`src/rtl/fulladder_seq_ctrl.sv`:
```
// Multi-cycle ripple adder: adds one WIDTH-bit chunk per cycle, LSB chunk first,
// and presents the registered sum/carry-out until the consumer takes it.
`timescale 1ns/1ps

module fulladder_seq_ctrl #(
  parameter int WIDTH = 8,
  parameter int WORDS = 4
) (
  input  logic                   clk,
  input  logic                   rst_n,
  input  logic                   in_valid,
  output logic                   in_ready,
  input  logic [WIDTH*WORDS-1:0] a,
  input  logic [WIDTH*WORDS-1:0] b,
  input  logic                   cin,
  output logic                   out_valid,
  input  logic                   out_ready,
  output logic [WIDTH*WORDS-1:0] s,
  output logic                   cout,
  output logic                   busy,
  output logic [1:0]             fsm_state
);

  localparam int TW = WIDTH * WORDS;
  // One spare bit so k can reach WORDS after the last chunk without wrapping.
  localparam int CW = $clog2(WORDS) + 1;

  typedef enum logic [1:0] {
    IDLE = 2'd0,
    ADD  = 2'd1,
    DONE = 2'd2
  } state_t;

  state_t          state;
  state_t          next_state;
  logic [TW-1:0]   a_reg;
  logic [TW-1:0]   b_reg;
  logic            carry_reg;
  logic [CW-1:0]   k;
  logic [WIDTH-1:0] a_chunk;
  logic [WIDTH-1:0] b_chunk;
  logic [WIDTH:0]  chunk_sum;
  logic            last;

  // Handshake: a transfer happens on the rising edge where valid and ready are
  // both high; in_ready is high only in IDLE, out_valid only in DONE.

  always_ff @(posedge clk or negedge rst_n) begin
    if (!rst_n) begin
      state <= IDLE;
    end else begin
      state <= next_state;
    end
  end

  always_comb begin
    next_state = state;
    case (state)
      IDLE:    if (in_valid)  next_state = ADD;
      ADD:     if (last)      next_state = DONE;
      DONE:    if (out_ready) next_state = IDLE;
      default:                next_state = IDLE;
    endcase
  end

  always_comb begin
    in_ready  = (state == IDLE);
    out_valid = (state == DONE);
    busy      = (state != IDLE);
    fsm_state = state;
  end

  // Chunk select with constant slices keeps the mux plain and width-clean.
  always_comb begin
    a_chunk = '0;
    b_chunk = '0;
    for (int i = 0; i < WORDS; i++) begin
      if (k == CW'(i)) begin
        a_chunk = a_reg[i*WIDTH +: WIDTH];
        b_chunk = b_reg[i*WIDTH +: WIDTH];
      end
    end
  end

  assign chunk_sum = {1'b0, a_chunk} + {1'b0, b_chunk} + {{WIDTH{1'b0}}, carry_reg};
  assign last      = (k == CW'(WORDS - 1));

  always_ff @(posedge clk or negedge rst_n) begin
    if (!rst_n) begin
      a_reg     <= '0;
      b_reg     <= '0;
      carry_reg <= 1'b0;
      k         <= '0;
      s         <= '0;
      cout      <= 1'b0;
    end else begin
      case (state)
        IDLE: begin
          if (in_valid) begin
            a_reg     <= a;
            b_reg     <= b;
            carry_reg <= cin;
            k         <= '0;
            s         <= '0;
          end
        end
        ADD: begin
          carry_reg <= chunk_sum[WIDTH];
          k         <= k + 1'b1;
          for (int i = 0; i < WORDS; i++) begin
            if (k == CW'(i)) begin
              s[i*WIDTH +: WIDTH] <= chunk_sum[WIDTH-1:0];
            end
          end
          if (last) begin
            cout <= chunk_sum[WIDTH];
          end
        end
        default: begin
        end
      endcase
    end
  end

endmodule

```
`config.mk`:
```
export PLATFORM = sky130hd
export DESIGN_NAME = fulladder_seq_ctrl
export DESIGN_NICKNAME = d
export VERILOG_FILES = /design/src/rtl/fulladder_seq_ctrl.sv
export SDC_FILE = /design/constraint.sdc
export NUM_CORES = 1
export LEC_CHECK = 0
export ABC_AREA = 1
export BUFFER_PORTS_ARGS = -buffer_cell sky130_fd_sc_hd__buf_2
export CORE_UTILIZATION = 40
export CTS_BUF_LIST = sky130_fd_sc_hd__clkbuf_2
export DETAILED_ROUTE_END_ITERATION = 8
export PLACE_DENSITY_LB_ADDON = 0.1
export SYNTH_ARGS = -nofsm -noshare
export SYNTH_HDL_FRONTEND = slang
export SYNTH_SLANG_ARGS = --single-unit
```
`constraint.sdc`:
```
create_clock -name clk -period 4.4 [get_ports clk]
set_clock_uncertainty 0.15 [all_clocks]
set_input_delay 0.22 -clock clk [delete_from_list [all_inputs] [get_ports clk]]
set_output_delay 0.22 -clock clk [all_outputs]
set_load 0.01 [all_outputs]
```
---- Yosys cells after proc, flatten, opt, wreduce, memory -nomap -nowiden ----
Index checks and enable logic that the tools add are counted.
Widths: inputs -> output; s select.
operators by class
  eq/ne operators ......................... 11
  muxes and demuxes ....................... 22
  reductions and logical operators ........ 12
  add/sub/neg operators ................... 3
operators with widths
  cell                 number
  $mux 8               12
  $pmux 32 s2          1
  $mux 32              1
  $reduce_and 3->1     5
  $ne 2x2->1 const B   5
  $add 8x8->9          1
  $add 9x1->9          1
  $eq 3x2->1 const B   2
  $mux 2               3
  $pmux 2 s3           1
  $pmux 3 s2           1
  $reduce_and 2->1     3
  $reduce_bool 2->1    2
  $add 3x1->3 const B  1
  $eq 3x1->1 const B   1
  $logic_not 3->1      1
  $mux 3               1
  $eq 2x1->1 const B   1
  $eq 2x2->1 const B   1
  $logic_not 2->1      1
  $ne 2x1->1 const B   1
  $pmux 1 s2           1
  $mux 1               1
word-level totals
  input bits .............................. 69
  word-level logic and storage cells ...... 58
  output and inout bits ................... 38
  register bits ........................... 103

---- Logic depth before layout (Yosys ltp) ----
Gate-level depths: netlist (run 1).
  depth after elaboration ................. 9
  gate-level depth with buffers ........... 19
  gate-level depth less buffers ........... 18

---- Worst setup path after synthesis (run 1) ----
OpenSTA, ideal clock, no wires.
  path kind ............................... register to register
  start ................................... register k[0]
  end ..................................... register cout
  library setup time ...................... 0.065 ns
  setup slack ............................. 1.367 ns
  clock period less this slack ............ 3.033 ns
  arrival ................................. 2.818 ns
  cell stages (with the launch flop) ...... 15
  required time ........................... 4.185 ns
  buffers on the path ..................... 1
  cells stage by stage .................... dfrtp_1 > ha_1 > ha_1 > inv_1 > clkbuf_1 > o22ai_1 > fa_1 > fa_1 > inv_1 > nand2_1 > nand2_1 > nand3b_1 > o21ai_0 > nand3_1 > nand2_1
on the way
  word-level cells in the longest chain between the ends .. 7
  elaborated cells on any way between the ends .. 15
  classes of those cells .................. 2 x add/sub; 3 x eq/ne; 8 x mux; 2 x reduce/logical
RTL lines
  element                   line  RTL
  start: declaration        39    logic [CW-1:0] k;
  start signal: assignment  109   k <= k + 1'b1;
  $logic_not 3->1           78    if (k == CW'(i)) begin
  $mux 8 (4 in a row)       78
  $add 8x8->9               85    assign chunk_sum = {1'b0, a_chunk} + {1'b0, b_chunk} + {{WIDTH{1'b0}}, carry_reg};
  $add 9x1->9               85
  end signal: assignment    116   cout <= chunk_sum[WIDTH];
  end: declaration          19    output logic cout,
Parallel ways exist; a longest one is shown, timed or not.
A chain may end at the register's enable or synchronous reset.

---- Worst setup path in the final report (run 1) ----
  start ................................... register k[1]
  end ..................................... register cout
The elaborated chain is that of the path after synthesis.

==> impl_metrics.tcl, run 1 <==
set metrics [dict create \
    dp_cells 867 \
    netlist-cell-type-count 33 \
    drc 0 \
    grt.busiest_layer "met2" \
    nNetsFinal 860 \
    cts_hold_buf 67 \
    cts_htree_levels 3 \
    route.detailed.wl_per_inst_microns 13.5 \
    synthTopCellsByArea "dfrtp_1, nand2_1, o21ai_0, ha_1, buf_6" \
    criticalPathCategory "reg2reg" \
    grt_max_degree 71 \
    antenna_found_initial 0 \
    setup_viol 0 \
    status "finished clean" \
    syn_avg_cell_area_sq_um 8.22 \
    slew_headroom_pct 36.8 \
    grt_usage_pct 21.1 \
    antenna_cells 0 \
    post_cts_buffers 0 \
    use_met2_pct 33.0 \
    die-area_sq_mm 0.0132 \
    synth_edf_count 0 \
    hp-class "in2async" \
    powerDensity_mw_per_mm2 730 \
    die_width_microns 115 \
    clock_power_share_pct 10.6 \
    gp_congestion 0.871 \
    netlist_top_cells_count "nand2_1, dfrtp_1, o21ai_0, inv_1, nand3_1" \
    seq_area_frac_synth_pct 50.8 \
    ys_warn_count 0 \
    place_hpwl_microns 8880 \
    syn_nets 701 \
    yosys.area.top_type "dfrtp_1" \
    grt_pass1_vias 4310 \
    slew_viol_final 0 \
    post-synth-top-area-fraction_pct 50.8 \
    worst_slack_ns 0.818 \
    dr.pass1.iters 4 \
    p_sw_share_pct 48.4 \
    netlist_instances 618 \
    rows 40 \
    arrival_ns 4.01 \
    ys_seq_elements 103 \
    rsz0062_at_grt "false" \
    cts-buffers-inserted 9 \
    cts_tree "yes" \
    final_cells 950 \
    drive_gt1_share_pct 19.6 \
    net-switching-power_uw 2270 \
    clk_pin_slew_ns 0.25 \
    cts_num_sinks 103 \
    cts_root_buffer "clkbuf_2" \
    use_met3_pct 4.18 \
    drtIter0Drc 261 \
    grt_pass1_wl_microns 21200 \
    fin_crit_sh_pct 81.4 \
    die_y_microns 115 \
    met1_usage_pct 28.4 \
    fillers 1257 \
    core_sq_mm 0.0122 \
    worstSkewPairLatency_ns 0.62 \
    synthArstFlopShare_pct 100 \
    p_comb_share_pct 54.8 \
    ctsResizeCount 0 \
    syn2layout_area_growth_pct 26.5 \
    hold_violations 0 \
    port_buffers 106 \
    io_pins 107 \
    routed_wl_microns 12900 \
    antenna_left 0 \
    start_kind "register" \
    vdd_drop_max_mv 0.314 \
    p_seq_share_pct 34.7 \
    viasPerCell 4.76 \
    tns_ns 0 \
    synthFlopType "dfrtp_1" \
    internal-power_uw 2420 \
    p_leak_uw 0.00349 \
    period_needed_ns 3.58 \
    vias 4518 \
    critPathRequiredTime_ns 4.83 \
    crit_fanout 17 \
    worst_pin_slew_ns 0.949 \
    clockBufferDepth 2 \
    end_kind "register" \
    maxCapViolCount 0 \
    grt_overflow 0 \
    place_ws_ns 0.881 \
    initial_core_util_pct 41.6 \
    synth_area_sq_mm 0.00508 \
    synth.most_common_cell "nand2_1" \
    fmax_ghz 0.279 \
]
## path summary, 6_finish.rpt
path | start | endpoint | slack (ns) | depth (start not counted)
max | k[1]$_DFFE_PN0P_ | cout$_DFFE_PN0P_ | 0.82 | 16
min | rst_n | a_reg[17]$_DFFE_PN0P_ | 0.04 | 2
max reg2reg | k[1]$_DFFE_PN0P_ | cout$_DFFE_PN0P_ | 0.82 | 16
min reg2reg | s[8]$_DFFE_PN0P_ | s[8]$_DFFE_PN0P_ | 0.36 | 2
max in group asynchronous | rst_n | s[24]$_DFFE_PN0P_ | 3.05 | 3
min in group clk | out_ready | fsm_state[1]$_DFFE_PN0P_ | 0.13 | 3
## metal layers
layer	wire length, microns	part of all wire (%)
met3	536	4.2
met2	6000	47
met5	0	0
met1	6030	47
met4	310	2.4
## area by class of cell
type,instances,area (sq um),share of cell area (%)
flip-flops and latches,103,2580,40.1
multi-input cells,453,2150,33.4
repair buffers,177,1230,19.2
well taps,168,210,3.27
inverters,33,126,1.97
clock inverters,7,86.3,1.34
clock buffers,9,45.0,0.701
## critical path, cell delays in order, from the launching register on
cell	delay [ns]
dfrtp_1	0.46
inv_1	0.10
ha_1	0.15
inv_1	0.18
nor2_4	0.39
nand2_1	0.09
a21oi_1	0.17
o22ai_1	0.11
fa_1	0.45
fa_1	0.38
inv_1	0.18
nand2_1	0.09
nand2_1	0.11
nand3b_1	0.12
o21ai_0	0.25
nand3_1	0.10
nand2_1	0.07
## power groups by stage
stage               clock, uW  combinational, uW  sequential [uW]
floorplan                   0               1940             1610
global placement            0               2490             1650
detailed placement          0               2530             1650
CTS                       525               2590             1620
global route              552               2930             1670
finish                    496               2570             1630
## metrics by stage
stage	util [%]	hold slack (ns)	power, uW	cell area [sq um]
6_report	52.6	0.0374	4690	6430
2_1_floorplan	-	-0.226	3550	5080
3_3_place_gp	46.1	0.213	4140	5620
3_5_place_dp	46.1	0.217	4180	5620
5_1_grt	52.6	0.0494	5160	6430
4_1_cts	52.6	0.00176	4740	6430
## cells in the final DEF, fill, tap and decap left out, drive strengths merged, types with 2 or more instances in the layout
cell type / count
ha: 12
nand3b: 2
dlygate4sd3: 67
nand2: 317
fa: 2
or2: 2
a21oi: 6
nor2: 8
clkbuf: 9
inv: 34
o22ai: 2
nand3: 25
nand4: 12
a31oi: 8
clkinv: 4
dfrtp: 103
buf: 110
o21ai: 53
bufinv: 2
## cells by family after synthesis
kind of cell               share of synthesized area [%]
AOI/OAI and AO/OA                                   9.04
DFF                                                 50.8
adders and majority gates                           3.74
and+or+nand+nor                                     29.5
buffers and inverters                               6.97
(Power assumes the default switching activity.)
==> run 2: changes to the inputs <==
--- a/config.mk
+++ b/config.mk
@@ -5,7 +5,7 @@
 export SDC_FILE = /design/constraint.sdc
 export NUM_CORES = 1
 export LEC_CHECK = 0
-export ABC_AREA = 1
+export ABC_AREA = 0
 export BUFFER_PORTS_ARGS = -buffer_cell sky130_fd_sc_hd__buf_2
 export CORE_UTILIZATION = 40
 export CTS_BUF_LIST = sky130_fd_sc_hd__clkbuf_2
==> constraint.sdc (replaced) <==
create_clock -name clk -period 3.7 [get_ports clk]
set_clock_uncertainty 0.15 [all_clocks]
set_input_delay 0.185 -clock clk [delete_from_list [all_inputs] [get_ports clk]]
set_output_delay 0.185 -clock clk [all_outputs]
set_load 0.01 [all_outputs]
==> impl_metrics.tcl, run 2 <==
set metrics [dict create \
    vias 3727 \
    vdd_drop_max_mv 0.318 \
    synthSimpleGateAreaFrac_pct 9.02 \
    die-area_sq_mm 0.0129 \
    port_buffers 106 \
    crit_chain "inv_1 -> ha_1 -> nand2_1 -> nor2_1 -> a21oi_1 -> o21ai_0 -> a22oi_1 -> fa_1 -> fa_1 -> inv_1 -> a21o_1 -> a21oi_1 -> xnor2_1 -> a22o_1" \
    fin_crit_sh_pct 89.9 \
    cts_num_sinks 103 \
    synthMuxAreaShare_pct 18.1 \
    dp_cells 685 \
    grt_overflow 0 \
    criticalPathCategory "reg2reg" \
    start_kind "register" \
    cp_slowest_stage_delay_ns 0.46 \
    rsz0062_at_grt "false" \
    rows 40 \
    hp-class "in2async" \
    setup_viol 0 \
    slew_headroom_pct 51.2 \
    syn_avg_cell_area_sq_um 11.8 \
    synth_area_sq_mm 0.00498 \
    die_y_microns 114 \
    crit_cells 14 \
    nNetsFinal 680 \
    fmax_ghz 0.301 \
    fillers 1068 \
    cts_tree "yes" \
    clockBufferDepth 2 \
    cp-startpoint "k[1]$_DFFE_PN0P_" \
    place_hpwl_microns 8370 \
    worst_pin_slew_ns 0.731 \
    cpLargestDelayFamily "adder cells" \
    grt_usage_pct 19.9 \
    routed_wl_microns 11900 \
    antenna_left 0 \
    reg2reg_to "s[20]$_DFFE_PN0P_" \
    reg2reg_depth 14 \
    ff2ff_setup_slack_ns 0.38 \
    cts_htree_levels 3 \
    dr.pass1.iters 4 \
    cts-buffers-inserted 9 \
    io_pins 107 \
    grt_max_degree 72 \
    post_cts_buffers 0 \
    period_needed_ns 3.32 \
    worstReg2RegStart "k[1]$_DFFE_PN0P_" \
    seq_area_frac_synth_pct 51.7 \
    end_kind "register" \
    gp_congestion 0.888 \
    grt_pass1_vias 3932 \
    hold_violations 0 \
    synth_top_family_by_area "multiplexers" \
    antenna_found_initial 0 \
    netlist_instances 423 \
    synthFlopType "dfrtp_1" \
    netlist_top_cells_count "dfrtp_1, nand2_1, a22o_1, mux2_4, o21ai_0" \
    yosys.area.top_type "dfrtp_1" \
    viasPerCell 4.84 \
    syn2layout_area_growth_pct 30.9 \
    synth_edf_count 0 \
    endpoint "s[20]$_DFFE_PN0P_" \
    powerDensity_mw_per_mm2 853 \
    synth.most_common_cell "dfrtp_1" \
    initial_core_util_pct 41.3 \
    ys_warn_count 0 \
    cts_root_buffer "clkbuf_2" \
    final_cells 770 \
    path_buf_inv 2 \
    post-synth-top-area-fraction_pct 51.7 \
    final_cell_mix "buf_2, dfrtp_1, dlygate4sd3_1" \
    drtIter0Drc 150 \
    final_common_cell "buf_2" \
    critPathRequiredTime_ns 4.13 \
    synth-xor-area-share_pct 0.528 \
    arrival_ns 3.75 \
    drc 0 \
    clk_pin_slew_ns 0.27 \
    synthArstFlopShare_pct 100 \
    netlist-cell-type-count 43 \
    drive_gt1_share_pct 31.7 \
    antenna_cells 0 \
    route.detailed.wl_per_inst_microns 15.5 \
    slowest_stage "dfrtp_1" \
    die_width_microns 114 \
    core_sq_mm 0.0121 \
    synth_fa_ha_area_share_pct 3.82 \
    synthTopCellsByArea "dfrtp_1, mux2_4, mux2_1, a22o_1, mux2_2" \
    tns_ns 0 \
    power_uw 5560 \
    worstSkewPairLatency_ns 0.64 \
    crit_fanout 8 \
    syn_nets 506 \
    p_leak_uw 0.00311 \
    maxCapViolCount 0 \
    status "finished clean" \
    grt_pass1_wl_microns 19500 \
    ys_seq_elements 103 \
    slew_viol_final 0 \
    synth_compound_area_share_pct 13.3 \
]
==> run 2: cell types whose count changed in the layout (fill, tap and decap cells not counted), moves of 15 or more <==
cell     delta
inv_1      -15
a21oi_1    +15
nand2_1   -260
mux2_4     +28
mux2_1     +23
nor2_1     +18
nand3_1    -20
mux2_2     +19
a22o_1     +28
==> run 2: logic make-up after synthesis <==
| logic type | count (synthesis) |
|---|---|
| AO/OA/AOI/OAI | 101 |
| XOR/XNOR | 3 |
| adder cells (fa/ha/maj) | 14 |
| buffers and inverters | 31 |
| flip-flops | 103 |
| multiplexers | 71 |
| AND/OR/NAND/NOR | 100 |
==> run 2: layout make-up <==
class                           count  area (sq um)  share of cell area [%]
Clock buffer                        9          45.0                   0.691
Tap cell                          168           210                    3.22
Multi-Input combinational cell    289          2250                    34.4
Timing Repair Buffer              185          1310                    20.1
Clock inverter                      7          97.6                    1.50
Sequential cell                   103          2580                    39.5
Inverter                            9          33.8                   0.518
==> run 2: timing repair <==
| action | in CTS | in global routing |
|---|---|---|
| hold buffers | 69 | 0 |
| setup endpoints to repair | 0 | 5 |
| resized for setup | 0 | 2 |
| hold endpoints to repair | 173 | 0 |
==> run 2: worst min path at each step <==
stage | slack (ns) | end | cells after the start | start
floorplan | -0.26 | a_reg[0]$_DFFE_PN0P_ | 0 | rst_n
global placement | -0.18 | fsm_state[1]$_DFFE_PN0P_ | 1 | rst_n
detailed placement | -0.18 | fsm_state[1]$_DFFE_PN0P_ | 1 | rst_n
CTS | 0.03 | fsm_state[0]$_DFFE_PN0P_ | 3 | rst_n
global route | 0.05 | fsm_state[1]$_DFFE_PN0P_ | 3 | out_ready
finish | 0.04 | fsm_state[0]$_DFFE_PN0P_ | 3 | rst_n
==> run 2: metal layers <==
metal | routed length, microns | vias to the layer above | GRT usage (%) | part of all wire [%]
li1 | - | 1841 | - | -
met1 | 5380 | 1777 | 24.9 | 45
met2 | 5790 | 94 | 33.5 | 49
met3 | 548 | 15 | 5.15 | 4.6
met4 | 179 | 0 | 6.93 | 1.5
met5 | 0 | - | 0 | 0
==> run 2: per-stage QoR <==
| step | cell area (sq um) | hold slack [ns] | util, % | setup WS, ns |
|---|---|---|---|---|
| 2_1_floorplan | 4980 | -0.261 | - | 0.356 |
| 3_3_place_gp | 5680 | -0.177 | 47.1 | 0.384 |
| 3_5_place_dp | 5680 | -0.177 | 47.1 | 0.306 |
| 4_1_cts | 6510 | 0.0267 | 54.0 | 0.259 |
| 5_1_grt | 6520 | 0.0519 | 54.1 | 0.147 |
| 6_report | 6520 | 0.0376 | 54.1 | 0.375 |
==> run 2: tightest hold or removal path, delay by kind of cell <==
| family | cells | cell delay [ns] |
|---|---|---|
| buf+inv | 3 | 1.20 |
==> run 2: report_power, final <==
group | internal (uW) | switching [uW] | leakage, uW
combinational | 1400 | 1580 | 0.00176
clock | 224 | 390 | 0.0000781
sequential | 1640 | 325 | 0.00127
total | 3270 | 2300 | 0.00311
==> run 3: changes to the inputs <==
==> constraint.sdc (replaced) <==
create_clock -name clk -period 4 [get_ports clk]
set_clock_uncertainty 0.15 [all_clocks]
set_input_delay 0.2 -clock clk [delete_from_list [all_inputs] [get_ports clk]]
set_output_delay 0.2 -clock clk [all_outputs]
set_load 0.01 [all_outputs]
==> impl_metrics.tcl, run 3 (synthesis results as in run 2) <==
set metrics [dict create \
    status "finished clean" \
    antenna_left 0 \
    final_cells 771 \
    grt_overflow 0 \
    antenna_found_initial 1 \
    cts_num_sinks 103 \
    clockBufferDepth 2 \
    fillers 1085 \
    rows 40 \
    start_kind "register" \
    cts_tree "yes" \
    crit_fanout 17 \
    clock_power_share_pct 10.9 \
    route.detailed.wl_per_inst_microns 15.5 \
    vias 3798 \
    die-area_sq_mm 0.0129 \
    multi_input_area_sq_mm 0.00224 \
    fin_area_sq_mm 0.00651 \
    p_leak_uw 0.00310 \
    routed_wl_microns 11900 \
    drive_gt1_share_pct 30.7 \
    die_width_microns 114 \
    fmax_ghz 0.274 \
    hp-class "in2async" \
    cts_root_buffer "clkbuf_2" \
    rsz0062_at_grt "false" \
    tns_ns 0 \
    clk_pin_slew_ns 0.27 \
    grt_pass1_wl_microns 19600 \
    grt_pass1_vias 3899 \
    vdd_drop_max_mv 0.285 \
    final_cell_mix "buf_2, dfrtp_1, dlygate4sd3_1" \
    critPathRequiredTime_ns 4.40 \
    fin_crit_sh_pct 91.2 \
    core_sq_mm 0.0121 \
    dp_cells 682 \
    setup_viol 0 \
    viasPerCell 4.93 \
    gp_congestion 0.828 \
    drtIter0Drc 189 \
    area.sequential_sq_mm 0.00258 \
    slew_headroom_pct 34.0 \
    cpLargestDelayFamily "adder cells" \
    cp-startpoint "k[0]$_DFFE_PN0P_" \
    dr.pass1.iters 4 \
    hold_violations 0 \
    die_y_microns 114 \
    p_comb_share_pct 53.8 \
    path_buf_inv 2 \
    powerDensity_mw_per_mm2 791 \
    initial_core_util_pct 41.3 \
    grt_max_degree 78 \
    grt_usage_pct 19.9 \
    net-switching-power_uw 2140 \
    end_kind "register" \
    p_seq_share_pct 35.3 \
    cts-buffers-inserted 9 \
    crit_chain "inv_1 -> ha_1 -> nand2_1 -> nor2_1 -> a21oi_1 -> o21ai_0 -> a22oi_1 -> fa_1 -> fa_1 -> inv_1 -> a211oi_1 -> o21ai_1 -> xor2_1 -> a22o_1" \
    internal-power_uw 3010 \
    cp_slowest_stage_delay_ns 0.52 \
    placed_area_sq_mm 0.00564 \
    slew_viol_final 0 \
    maxCapViolCount 0 \
    ctsResizeCount 0 \
    p_sw_share_pct 41.5 \
    worst_pin_slew_ns 0.990 \
    criticalPathCategory "reg2reg" \
    arrival_ns 4.05 \
    worstSkewPairLatency_ns 0.60 \
    port_buffers 106 \
    io_pins 107 \
    final_common_cell "buf_2" \
    period_needed_ns 3.65 \
    syn2layout_area_growth_pct 30.6 \
    nNetsFinal 680 \
    cts_htree_levels 3 \
    slowest_stage "ha_1" \
    worstReg2RegStart "k[0]$_DFFE_PN0P_" \
    post_cts_buffers 0 \
    place_hpwl_microns 8500 \
    drc 0 \
]
[run 3: cell count changes in the layout (fill, tap and decap cells not counted), sizes merged]
cell,previous run,this run
inv,9,10
clkinvlp,2,3
buf,116,113
clkinv,3,1
diode,0,1
dlygate4sd3,69,72
[run 3: metrics by stage]
step | setup slack [ns] | total power [uW] | util (%) | hold WS [ns]
after global routing | 0.0714 | 5600 | 53.9 | 0.0910
after global placement | 0.580 | 4470 | 46.8 | 0.246
after floorplan | 0.656 | 3780 | - | -0.246
after detailed placement | 0.405 | 4540 | 46.8 | 0.259
after CTS | 0.353 | 5190 | 53.9 | 0.0893
final | 0.353 | 5150 | 53.9 | 0.116
[run 3: repair_timing]
| item | CTS | global route |
|---|---|---|
| setup endpoints to repair | 0 | 0 |
| hold buffers | 72 | 0 |
| endpoints found under the hold margin | 147 | 0 |
[run 3: power by group through the flow]
stage | sequential, uW | clock [uW] | combinational, uW
2_1_floorplan | 1790 | 0 | 1990
3_3_place_gp | 1840 | 0 | 2630
3_5_place_dp | 1850 | 0 | 2690
4_1_cts | 1820 | 587 | 2780
5_1_grt | 1880 | 625 | 3090
6_report | 1820 | 563 | 2770
[run 3: path summary, 6_finish.rpt]
path	to	slack [ns]	cells after the start
setup / recovery	s[6]$_DFFE_PN0P_	0.35	14
hold / removal	fsm_state[1]$_DFFE_PN0P_	0.12	2
setup reg to reg	s[6]$_DFFE_PN0P_	0.35	14
max in group asynchronous	a_reg[31]$_DFFE_PN0P_	2.62	3
min in group clk	fsm_state[1]$_DFFE_PN0P_	0.15	3
hold reg to reg	s[9]$_DFFE_PN0P_	0.37	2
[run 3: final cells by class]
cell class | count | share of cell area [%]
Inverter | 9 | 0.519
Timing Repair Buffer | 185 | 20.1
Sequential cell | 103 | 39.6
Antenna cell | 1 | 0.0385
Clock inverter | 7 | 1.46
Multi-Input combinational cell | 289 | 34.4
Tap cell | 168 | 3.23
Clock buffer | 9 | 0.692
[run 3: worst register-to-register path, stage by stage (launching register included)]
cell and delay [ns]:
dfrtp_1 0.49, inv_1 0.11, ha_1 0.52, nand2_1 0.11, nor2_1 0.10, a21oi_1 0.04, o21ai_0 0.19, a22oi_1 0.12
fa_1 0.47, fa_1 0.38, inv_1 0.13, a211oi_1 0.09, o21ai_1 0.20, xor2_1 0.32, a22o_1 0.19
[run 3: routing by layer]
metal	wire length (microns)	track usage, %	vias to the layer above
met5	0	0	-
met4	161	5.88	0
met3	426	4.52	13
met2	5930	33.6	96
met1	5430	25.6	1844
li1	-	-	1845
